**src/rtl/muldiv_sequencer_if.sv**
```systemverilog
// Request/response bundle between the decode stage and the multiply/divide sequencer.
// The master side issues requests and HI/LO moves; the slave side owns HI/LO.
interface muldiv_sequencer_if;
    logic        start;
    logic [1:0]  op;
    logic [31:0] a;
    logic [31:0] b;
    logic        abort;
    logic        mthi;
    logic        mtlo;
    logic [31:0] hi;
    logic [31:0] lo;
    logic        busy;
    logic        done;

    modport master (
        output start, op, a, b, abort, mthi, mtlo,
        input  hi, lo, busy, done
    );

    modport slave (
        input  start, op, a, b, abort, mthi, mtlo,
        output hi, lo, busy, done
    );
endinterface

```
**src/rtl/muldiv_sequencer.sv**
```systemverilog
// Iterative MULT/MULTU/DIV/DIVU unit owning HI/LO: one shared 32-bit adder,
// 32 shift-add or restoring-divide steps, then a sign fix-up cycle.
module muldiv_sequencer (
    input  logic              clk,
    input  logic              reset,
    muldiv_sequencer_if.slave bus
);
    localparam int         ITER = 32;
    localparam logic [4:0] LAST = 5'(ITER - 1);

    typedef enum logic [1:0] {
        IDLE = 2'd0,
        RUN  = 2'd1,
        SIGN = 2'd2
    } state_t;

    state_t      r_state;
    state_t      w_state_next;

    logic [4:0]  r_cnt;
    logic        r_is_div;
    logic [31:0] r_mcand;
    logic [31:0] r_upper;
    logic [31:0] r_lower;
    logic [31:0] r_a_orig;
    logic        r_neg_q;
    logic        r_neg_r;
    logic        r_divz;
    logic [31:0] r_hi;
    logic [31:0] r_lo;
    logic        r_done;

    logic        w_accept;
    logic        w_iter;
    logic        w_write;
    logic        w_mthi_we;
    logic        w_mtlo_we;

    logic [31:0] w_abs_a;
    logic [31:0] w_abs_b;
    logic        w_signed;

    logic [32:0] w_rem_sh;
    logic [31:0] w_add_x;
    logic [31:0] w_add_y;
    logic        w_add_cin;
    logic [32:0] w_sum;
    logic        w_fits;

    logic [63:0] w_prod;
    logic [63:0] w_prod_fix;
    logic [31:0] w_quot_fix;
    logic [31:0] w_rem_fix;
    logic [31:0] w_hi_res;
    logic [31:0] w_lo_res;

    assign w_signed = bus.op[0];
    assign w_abs_a  = (w_signed && bus.a[31]) ? (~bus.a + 32'd1) : bus.a;
    assign w_abs_b  = (w_signed && bus.b[31]) ? (~bus.b + 32'd1) : bus.b;

    // Divide reuses the adder as a subtractor (~divisor + 1); the bit shifted
    // out of the remainder decides "fits" together with the carry.
    assign w_rem_sh  = {r_upper, r_lower[31]};
    assign w_add_x   = r_is_div ? w_rem_sh[31:0] : r_upper;
    assign w_add_y   = r_is_div ? ~r_mcand : (r_lower[0] ? r_mcand : 32'd0);
    assign w_add_cin = r_is_div;
    assign w_sum     = {1'b0, w_add_x} + {1'b0, w_add_y} + {32'd0, w_add_cin};
    assign w_fits    = w_rem_sh[32] | w_sum[32];

    assign w_prod     = {r_upper, r_lower};
    assign w_prod_fix = r_neg_q ? (~w_prod + 64'd1) : w_prod;
    assign w_quot_fix = r_neg_q ? (~r_lower + 32'd1) : r_lower;
    assign w_rem_fix  = r_neg_r ? (~r_upper + 32'd1) : r_upper;

    always_comb begin
        w_hi_res = w_prod_fix[63:32];
        w_lo_res = w_prod_fix[31:0];
        if (r_is_div) begin
            if (r_divz) begin
                w_hi_res = r_a_orig;
                w_lo_res = 32'hFFFF_FFFF;
            end else begin
                w_hi_res = w_rem_fix;
                w_lo_res = w_quot_fix;
            end
        end
    end

    always_ff @(posedge clk or posedge reset) begin
        if (reset) begin
            r_state <= IDLE;
        end else begin
            r_state <= w_state_next;
        end
    end

    always_comb begin
        w_state_next = r_state;
        w_accept     = 1'b0;
        w_iter       = 1'b0;
        w_write      = 1'b0;
        w_mthi_we    = 1'b0;
        w_mtlo_we    = 1'b0;
        case (r_state)
            IDLE: begin
                if (bus.start) begin
                    w_accept     = 1'b1;
                    w_state_next = RUN;
                end else begin
                    w_mthi_we = bus.mthi;
                    w_mtlo_we = bus.mtlo;
                end
            end
            RUN: begin
                if (bus.abort) begin
                    w_state_next = IDLE;
                end else begin
                    w_iter = 1'b1;
                    if (r_cnt == LAST) begin
                        w_state_next = SIGN;
                    end
                end
            end
            SIGN: begin
                w_state_next = IDLE;
                if (!bus.abort) begin
                    w_write = 1'b1;
                end
            end
            default: w_state_next = IDLE;
        endcase
    end

    always_ff @(posedge clk or posedge reset) begin
        if (reset) begin
            r_cnt    <= 5'd0;
            r_is_div <= 1'b0;
            r_mcand  <= 32'd0;
            r_upper  <= 32'd0;
            r_lower  <= 32'd0;
            r_a_orig <= 32'd0;
            r_neg_q  <= 1'b0;
            r_neg_r  <= 1'b0;
            r_divz   <= 1'b0;
        end else if (w_accept) begin
            r_cnt    <= 5'd0;
            r_is_div <= bus.op[1];
            r_upper  <= 32'd0;
            r_a_orig <= bus.a;
            r_neg_q  <= w_signed & (bus.a[31] ^ bus.b[31]);
            r_neg_r  <= w_signed & bus.a[31];
            r_divz   <= bus.op[1] & (bus.b == 32'd0);
            // Multiply: a is the multiplicand, b shifts through the low half.
            // Divide: b is the divisor, a shifts through the low half.
            if (bus.op[1]) begin
                r_mcand <= w_abs_b;
                r_lower <= w_abs_a;
            end else begin
                r_mcand <= w_abs_a;
                r_lower <= w_abs_b;
            end
        end else if (w_iter) begin
            r_cnt <= r_cnt + 5'd1;
            if (r_is_div) begin
                r_upper <= w_fits ? w_sum[31:0] : w_rem_sh[31:0];
                r_lower <= {r_lower[30:0], w_fits};
            end else begin
                r_upper <= w_sum[32:1];
                r_lower <= {w_sum[0], r_lower[31:1]};
            end
        end
    end

    always_ff @(posedge clk or posedge reset) begin
        if (reset) begin
            r_hi   <= 32'd0;
            r_lo   <= 32'd0;
            r_done <= 1'b0;
        end else begin
            r_done <= w_write;
            if (w_write) begin
                r_hi <= w_hi_res;
                r_lo <= w_lo_res;
            end else begin
                if (w_mthi_we) begin
                    r_hi <= bus.a;
                end
                if (w_mtlo_we) begin
                    r_lo <= bus.a;
                end
            end
        end
    end

    assign bus.hi   = r_hi;
    assign bus.lo   = r_lo;
    assign bus.done = r_done;
    assign bus.busy = (r_state != IDLE);
endmodule

```
**src/flat_wrapper.sv**
```systemverilog
// flat-port wrapper written by rule: the top's interface ports become plain ports
module muldiv_sequencer_flat 
  (clk, reset, bus_start, bus_op, bus_a, bus_b, bus_abort, bus_mthi, bus_mtlo, bus_hi, bus_lo, bus_busy, bus_done);
  muldiv_sequencer_if bus_i ();
  input  logic clk;
  input  logic reset;
  input wire logic [$bits(bus_i.start)-1:0] bus_start;
  input wire logic [$bits(bus_i.op)-1:0] bus_op;
  input wire logic [$bits(bus_i.a)-1:0] bus_a;
  input wire logic [$bits(bus_i.b)-1:0] bus_b;
  input wire logic [$bits(bus_i.abort)-1:0] bus_abort;
  input wire logic [$bits(bus_i.mthi)-1:0] bus_mthi;
  input wire logic [$bits(bus_i.mtlo)-1:0] bus_mtlo;
  output wire logic [$bits(bus_i.hi)-1:0] bus_hi;
  output wire logic [$bits(bus_i.lo)-1:0] bus_lo;
  output wire logic [$bits(bus_i.busy)-1:0] bus_busy;
  output wire logic [$bits(bus_i.done)-1:0] bus_done;
  assign bus_i.start = bus_start;
  assign bus_i.op = bus_op;
  assign bus_i.a = bus_a;
  assign bus_i.b = bus_b;
  assign bus_i.abort = bus_abort;
  assign bus_i.mthi = bus_mthi;
  assign bus_i.mtlo = bus_mtlo;
  assign bus_hi = bus_i.hi;
  assign bus_lo = bus_i.lo;
  assign bus_busy = bus_i.busy;
  assign bus_done = bus_i.done;
  muldiv_sequencer u_core (.clk(clk), .reset(reset), .bus(bus_i));
endmodule
```
**config.mk**
```make
export PLATFORM = sky130hd
export DESIGN_NAME = muldiv_sequencer_flat
export DESIGN_NICKNAME = d
export VERILOG_FILES = /design/src/rtl/muldiv_sequencer_if.sv /design/src/rtl/muldiv_sequencer.sv /design/src/flat_wrapper.sv
export SDC_FILE = /design/constraint.sdc
export NUM_CORES = 1
export LEC_CHECK = 0
export CAP_MARGIN = 20
export CORE_MARGIN = 2
export CORE_UTILIZATION = 50
export DETAILED_ROUTE_END_ITERATION = 8
export PLACE_DENSITY = 0.75
export SLEW_MARGIN = 40
export SYNTH_ARGS = -nofsm -noshare
export SYNTH_HDL_FRONTEND = slang
export SYNTH_SLANG_ARGS = --single-unit
```
**constraint.sdc**
```tcl
create_clock -name clk -period 8.6 [get_ports clk]
set_clock_uncertainty 0.2 [all_clocks]
set_input_delay 0.86 -clock clk [delete_from_list [all_inputs] [get_ports clk]]
set_output_delay 0.86 -clock clk [all_outputs]
set_load 0.01 [all_outputs]
```
; ---- Yosys cells after proc, flatten, opt, wreduce, memory -nomap -nowiden
; Index checks and enable logic that the tools add are counted.
[op_classes]
add_sub_neg = 8
eq_ne = 5
mux = 40
n_bitwise = 11
reduce_logical = 9
[op_table]
columns = operator, n
row1 = $mux 32, 24
row2 = $not 32->32, 5
row3 = $add 32x1->32 const B, 4
row4 = $add 64x1->64 const B, 1
row5 = $mux 64, 1
row6 = $not 64->64, 1
row7 = $add 32x32->33, 1
row8 = $add 33x1->33, 1
row9 = $logic_not 32->1, 1
row10 = $mux 5, 2
row11 = $mux 1, 9
row12 = $reduce_bool 2->1, 4
row13 = $mux 2, 3
row14 = $add 5x1->5 const B, 1
row15 = $eq 5x5->1 const B, 1
row16 = $pmux 2 s2, 1
row17 = $and 1x1->1, 3
row18 = $ne 3x2->1 const B, 1
row19 = $eq 2x1->1 const B, 1
row20 = $eq 2x2->1 const B, 1
row21 = $logic_and 1x1->1, 2
row22 = $logic_not 2->1, 1
row23 = $ne 2x2->1 const B, 1
row24 = $reduce_and 2->1, 1
row25 = 2 further kinds, 2
[totals]
regBits = 204
out_inout_bits = 66

; ---- Depth between registers and ports, before layout
; Gate-level depths: netlist of run 1.
[depth]
word_depth = 9
depth_mapped = 20
ltp_nobuf = 15

; ---- Least setup slack after synthesis of run 1
; OpenSTA, ideal clock, no wires.
[synth_path]
path_type = register to register
start = register u_core.r_is_div
end = register u_core.r_lower[0]
setup_time_ns = 0.137
arrival_time_ns = 4.348
required_time_ns = 8.263
setup_slack_ns = 3.915
stages_incl_launch_ff = 19
path_buffers = 4
period_less_slack_ns = 4.685
path_cell_list = dfrtp_1 -> clkbuf_1 -> clkbuf_1 -> clkbuf_1 -> o21ai_0 -> inv_1 -> fa_1 -> inv_1 -> fa_1 -> a211o_1 -> a211oi_1 -> o211ai_1 -> a31oi_1 -> o311a_1 -> o21ai_1 -> buf_4 -> mux2_2 -> a211oi_1 -> a21oi_1
[synth_via]
elab_chain_len = 7
elab_cells_between_ends = 8
cone_classes = 2 x add/sub / 5 x mux / 1 x bitwise
[synth_rtl]
columns = element, line
row1 = start: declaration, muldiv_sequencer.sv:21  ; logic r_is_div;
row2 = start signal: assignment, muldiv_sequencer.sv:147  ; r_is_div <= bus.op[1];
row3 = "$mux 32, on equally long branches", "muldiv_sequencer.sv:64, muldiv_sequencer.sv:65"
row4 = $add 32x32->33, muldiv_sequencer.sv:67  ; assign w_sum = {1'b0, w_add_x} + {1'b0, w_add_y} + {32'd0, w_add_cin};
row5 = $add 33x1->33, muldiv_sequencer.sv:67
row6 = $or 1x1->1, muldiv_sequencer.sv:68  ; assign w_fits = w_rem_sh[32] | w_sum[32];
row7 = $mux 32 (*), muldiv_sequencer.sv:164  ; if (r_is_div) begin
row8 = $mux 32 (*), muldiv_sequencer.sv:162  ; end else if (w_iter) begin
row9 = $mux 32 (*), muldiv_sequencer.sv:145  ; end else if (w_accept) begin
row10 = end signal: assignment, muldiv_sequencer.sv:160  ; r_lower <= w_abs_b;
row11 = end signal: assignment, muldiv_sequencer.sv:166  ; r_lower <= {r_lower[30:0], w_fits};
row12 = end signal: assignment, muldiv_sequencer.sv:169  ; r_lower <= {w_sum[0], r_lower[31:1]};
row13 = end: declaration, muldiv_sequencer.sv:24  ; logic [31:0] r_lower;
; Every way passes the cells marked *; elsewhere a longest branch is shown, timed or not. The select of a mux whose other input is x is not followed.
; A chain may end at the register's enable or synchronous reset.

; ---- Worst setup path in the final report of run 1
; Same ends and word-level chain as after synthesis.

==> flow_summary.toml, run 1 <==
[clock_network]
htreeDepth = 1
cts_resized = 0
cts_tree = "built"
clk_pin_slew_worst_paths_ps = 60
cts_sinks = 204
clock_latency_ps = 550
cts_setup_buffers = 0
clockRootBuffer = "clkbuf_16"
cts-buffers-inserted = 24
cts_hold_buffers = 0
cts_max_path_buffers = 3

[yosys]
async_reset_ff_frac = 1.00
synth_area_leaders = "dfrtp_1 32%, nand2_1 8.4%, o21ai_0 7.5%, mux2i_1 6.8%, xnor2_1 4.5%"
yosysSeqAreaShare = 0.318
syn_nets = 2134
ys_types = 75
synth_ff_type = "dfrtp_1"
synth_area_leader_cell = "dfrtp_1"
syn_avg_cell_area_sq_um = 7.94
syn_inst = 2022
synth-edff-count = 0
netlist_top_cells_count = "359 x nand2_1, 242 x o21ai_0, 204 x dfrtp_1, 136 x clkbuf_1, 131 x a21oi_1"
yosys_warnings = 0
synthMostInstantiatedCell = "nand2_1"
synth_area_sq_um = 16100
yosysTopAreaCellShare = 0.318
ys_seq_elements = 204

[global_route]
grt.overflow.total = 0
track_usage = 0.326
grt_pass1_vias = 14410
grt_pass1_wl_mm = 84.7
grt_max_degree = 127
antenna_found_initial = 2

[cells_and_area]
antenna_cells = 0
multi_input_comb_area_sq_um = 10200
drive_gt1_frac = 0.0629
area_delta_synth_final_pct = 14.1
fill_cells = 2847
fin_area_sq_um = 18300
regArea_sq_um = 5110
stdcell_count = 2453
nets = 2147

[placement]
placed_cell_area_sq_um = 17500
dp_hpwl_mm = 39.8
dp.cells = 2411
port_buffers = 137
gp_congestion = 0.975
place_ws_ps = 3370

[worst_setup_path]
critPathCaptureType = "flip-flop"
slowest_stage = "dfrtp_4"
ff2ff_path_depth = 15
cp_data_arrival_time_ps = 5470
cp-start-kind = "flip-flop"
worstPathMaxFanout = 49
cp.required_ps = 8800
critical_path_class = "flip-flop to flip-flop"
path_cells = "buf_12 -> inv_1 -> o21ai_0 -> fa_1 -> a211o_1 -> a211oi_1 -> o211ai_1 -> a31oi_1 -> o311a_1 -> o21ai_4 -> buf_8 -> buf_8 -> mux2_2 -> a211oi_1 -> a21oi_1"
slowest_delay_ps = 690

[route]
drt_pass1_iterations = 6
wire_per_inst_um = 22.3
wirelength_mm = 54.8
detail-route-antenna-nets = 0
drc = 0
num_vias = 15696
via_per_inst = 6.40
first_iter_violations = 1689

[floorplan]
die_area_sq_um = 33600
start_util = 0.509
die_h_um = 183
die_w_um = 183
core-area_sq_um = 31600
rows = 65
io_pins = 138

[timing]
fmax_mhz = 190
fin_ws_ps = 3330
tightest_slew_ps = 862
slew_violations = 0
rsz0062_at_grt = "false"
setup_tns_ps = 0
max_slew_margin = 0.425
period_share = 0.612
setup-violations-final = 0
period_minus_slack_ps = 5270
final_hold_viol_count = 0
whs_ps = 270

[power_and_ir_drop]
leakage_uw = 0.00746
vdd_drop_max_mv = 0.177
power_density_nw_per_um2 = 301

[min_path]
worst_hold_path.num_cells = 2
hp-class = "flip-flop to flip-flop"

[status]
outcome = "complete, no violations"

[flow_run]
cap_violations = 0
[worst max-delay path: cells and delay by family (launching register included)]
| family | cells | cell delay [ps] |
|---|---|---|
| adders and majority gates | 1 | 520 |
| muxes | 1 | 260 |
| buffers and inverters | 4 | 1040 |
| DFF | 1 | 690 |
| AOI/OAI and AO/OA | 9 | 2400 |
[cells in the final DEF (no fill, tap or decap), types with 10 or more instances in the layout]
cell,n
nand3_1,18
a32oi_1,23
xor2_1,81
nor2_1,116
o221ai_1,25
mux2_2,38
ha_1,38
o31ai_1,21
nand2b_1,16
mux2i_1,109
clkbuf_16,24
nand4_1,15
buf_4,14
a22o_1,12
xnor2_1,83
o41ai_1,10
or3_1,16
nand2_1,357
dfrtp_1,202
o211ai_1,42
a21oi_1,130
inv_1,44
o21ai_0,242
clkdlybuf4s50_1,136
or4_1,11
nor3_1,25
a21o_1,18
nor4_1,13
o21bai_1,10
a31oi_1,14
[final timing paths]
| check | slack (ps) | endpoint | start |
|---|---|---|---|
| max in group asynchronous | 6290 | u_core.r_neg_r | reset |
| max reg2reg | 3330 | u_core.r_lower[0] | u_core.r_is_div |
| min in group asynchronous | 670 | u_core.bus.lo[13] | reset |
| min | 270 | u_core.r_a_orig[23] | u_core.r_a_orig[23] |
| max | 3330 | u_core.r_lower[0] | u_core.r_is_div |
| min reg2reg | 270 | u_core.r_a_orig[23] | u_core.r_a_orig[23] |
[metrics by stage]
stage / util / total power, uW
floorplan: - / 3480
global placement: 0.552 / 4290
detailed placement: 0.555 / 4390
CTS: 0.580 / 5450
global route: 0.580 / 5860
finish: 0.580 / 5520
[report_power, final]
part | internal, uW | switching [uW]
Clock | 628 | 438
Combinational | 1190 | 1600
Sequential | 1220 | 455
[area by class of cell]
class	count	area share
flip-flops and latches	204	0.279
inverters	45	0.00991
multi-input cells	1604	0.556
repair buffers	156	0.0844
clock inverters	9	0.00717
well taps	402	0.0275
clock buffers	33	0.0363
[per-layer routing]
| layer | global-route usage | up-vias | part of all wire |
|---|---|---|---|
| met5 | 0 | - | 0 |
| met4 | 0.116 | 0 | 0.040 |
| met3 | 0.0763 | 120 | 0.12 |
| met2 | 0.484 | 867 | 0.42 |
| met1 | 0.463 | 7509 | 0.42 |
| li1 | - | 7200 | - |
[sequential cells by signal (all words and copies together) (netlist names)]
| register | count |
|---|---|
| u_core.bus.hi | 32 |
| u_core.r_a_orig | 32 |
| u_core.bus.done | 1 |
| u_core.r_neg_q | 1 |
| u_core.r_mcand | 32 |
| u_core.bus.lo | 32 |
| u_core.r_neg_r | 1 |
| u_core.r_upper | 32 |
| u_core.r_is_div | 1 |
| u_core.r_cnt | 5 |
| u_core.r_lower | 32 |
| u_core.r_divz | 1 |
| u_core.r_state | 2 |
[kinds of logic (layout without fill, tap and decap cells)]
| group | count (synthesis) | count (layout) | synth area share |
|---|---|---|---|
| xor gates and xnor gates | 164 | 164 | 0.0895 |
| muxes | 147 | 147 | 0.0946 |
| AOI/OAI and AO/OA | 605 | 605 | 0.232 |
| DFF | 204 | 204 | 0.318 |
| buffers and inverters | 214 | 243 | 0.0514 |
| and+or+nand+nor | 648 | 648 | 0.183 |
| adders and majority gates | 40 | 40 | 0.0321 |
Note: power is estimated with default switching activity, not from simulation.
==> run 2, diff against run 1 <==
Settings changed: PLACE_DENSITY 0.75 to 0.77.
Clock period 8.6 ns to 4.25 ns, I/O delays scaled along.
==> flow_summary.toml, run 2 (synthesized netlist as in run 1, its figures left out) <==
[power_and_ir_drop]
vdd_drop_max_mv = 0.297
power_density_nw_per_um2 = 604
finalPower_uw = 11300
leakage_uw = 0.00774

[worst_setup_path]
cp-start-kind = "flip-flop"
critical_path_class = "flip-flop to flip-flop"
critPathCaptureType = "flip-flop"
cp_data_arrival_time_ps = 4300
worstPathMaxFanout = 16
cp.required_ps = 4470
reg2reg_slack_ps = 170

[global_route]
antenna_found_initial = 0
grt.overflow.total = 0
grt_pass1_vias = 14822
grt_pass1_wl_mm = 84.8
track_usage = 0.323
grt_max_degree = 138

[cells_and_area]
drive_gt1_frac = 0.0878
layout_commonest_cell = "nand2_1"
area_delta_synth_final_pct = 17.0
nets = 2202
final_cell_mix = "358 x nand2_1, 239 x o21ai_0, 202 x dfrtp_1"
stdcell_count = 2508
antenna_cells = 0
fin_area_sq_um = 18800

[timing]
fmax_mhz = 245
max_slew_margin = 0.485
final_hold_viol_count = 0
setup-violations-final = 0
period_share = 0.960
fin_ws_ps = 172
period_minus_slack_ps = 4080
tightest_slew_ps = 772
slew_violations = 0
rsz0062_at_grt = "true"

[route]
wire_per_inst_um = 22.2
wirelength_mm = 55.6
via_per_inst = 6.45
drt_pass1_iterations = 6
detail-route-antenna-nets = 0
first_iter_violations = 1829
drc = 0
num_vias = 16168

[clock_network]
htreeDepth = 1
cts-buffers-inserted = 23
clk_pin_slew_worst_paths_ps = 60
cts_sinks = 204
clock_latency_ps = 540
clockRootBuffer = "clkbuf_16"
cts_tree = "built"
cts_hold_buffers = 0
cts_max_path_buffers = 3

[status]
outcome = "complete, no violations"

[placement]
placed_cell_area_sq_um = 17900
port_buffers = 137
place_ws_ps = 115
dp_hpwl_mm = 40.8
dp.cells = 2461
gp_congestion = 0.995

[floorplan]
rows = 65
die_w_um = 183
die_h_um = 183
start_util = 0.509
die_area_sq_um = 33600
io_pins = 138
core-area_sq_um = 31600

[min_path]
hp-class = "input port to asynchronous set/reset pin"

[flow_run]
cap_violations = 0
==> run 2: cell types whose count changed in the layout (fill, tap and decap cells not counted), sizes merged <==
cell      delta
bufinv       -1
clkbuf       -3
clkinv       +1
clkinvlp     +2
buf         +56
==> run 2: worst max-delay path, cell delays in order, from the launching register on <==
cell,delay [ps]
dfrtp_4,560
o21ai_1,230
inv_1,80
fa_1,370
inv_1,90
fa_2,230
a211o_1,210
a211oi_4,100
o211ai_1,210
a31oi_1,110
buf_4,160
o311a_1,340
o21ai_4,320
buf_12,220
mux2i_1,220
mux2i_1,120
a22o_1,200
==> run 2: layer usage <==
layer  GRT usage  vias to the layer above  share of wire
met1       0.454                     7696           0.41
met3      0.0723                      163           0.12
met4       0.141                        0          0.050
met5           0                        -              0
li1            -                     7316              -
met2       0.478                      993           0.42
==> run 2: path summary, 6_finish.rpt <==
path,start,cells after the start,end
setup reg to reg,u_core.r_is_div,16,u_core.r_upper[4]
hold reg to reg,u_core.r_a_orig[21],2,u_core.r_a_orig[21]
hold / removal,reset,3,u_core.bus.lo[16]
setup / recovery,u_core.r_is_div,16,u_core.r_upper[4]
min in group clk,bus_op[1],3,u_core.r_lower[26]
max in group asynchronous,reset,4,u_core.r_is_div
==> run 2: report_power, final <==
part / internal, uW / total [uW] / switching [uW]
registers: 2460 / 3230 / 768
clock network: 1190 / 2070 / 882
logic: 2570 / 6040 / 3470
==> run 2: final cells by class <==
class	instances	area, sq um
repair buffers	212	2050
clock buffers	30	642
fillers	2763	12800
well taps	402	503
clock inverters	11	123
multi-input cells	1604	10200
inverters	45	173
flip-flops and latches	204	5110
==> run 2: repair_timing <==
| item | 4_1_cts | 5_1_grt |
|---|---|---|
| setup endpoints to repair | 0 | 24 |
| setup buffers | 0 | 3 |
| gates resized for setup | 0 | 10 |
==> run 2: through the flow <==
stage	util	TNS (ps)	hold WS [ps]
after global routing	0.595	-256	130
after CTS	0.591	0	154
after detailed placement	0.567	0	258
final	0.595	0	87.8
after global placement	0.566	0	252
after floorplan	-	0	237
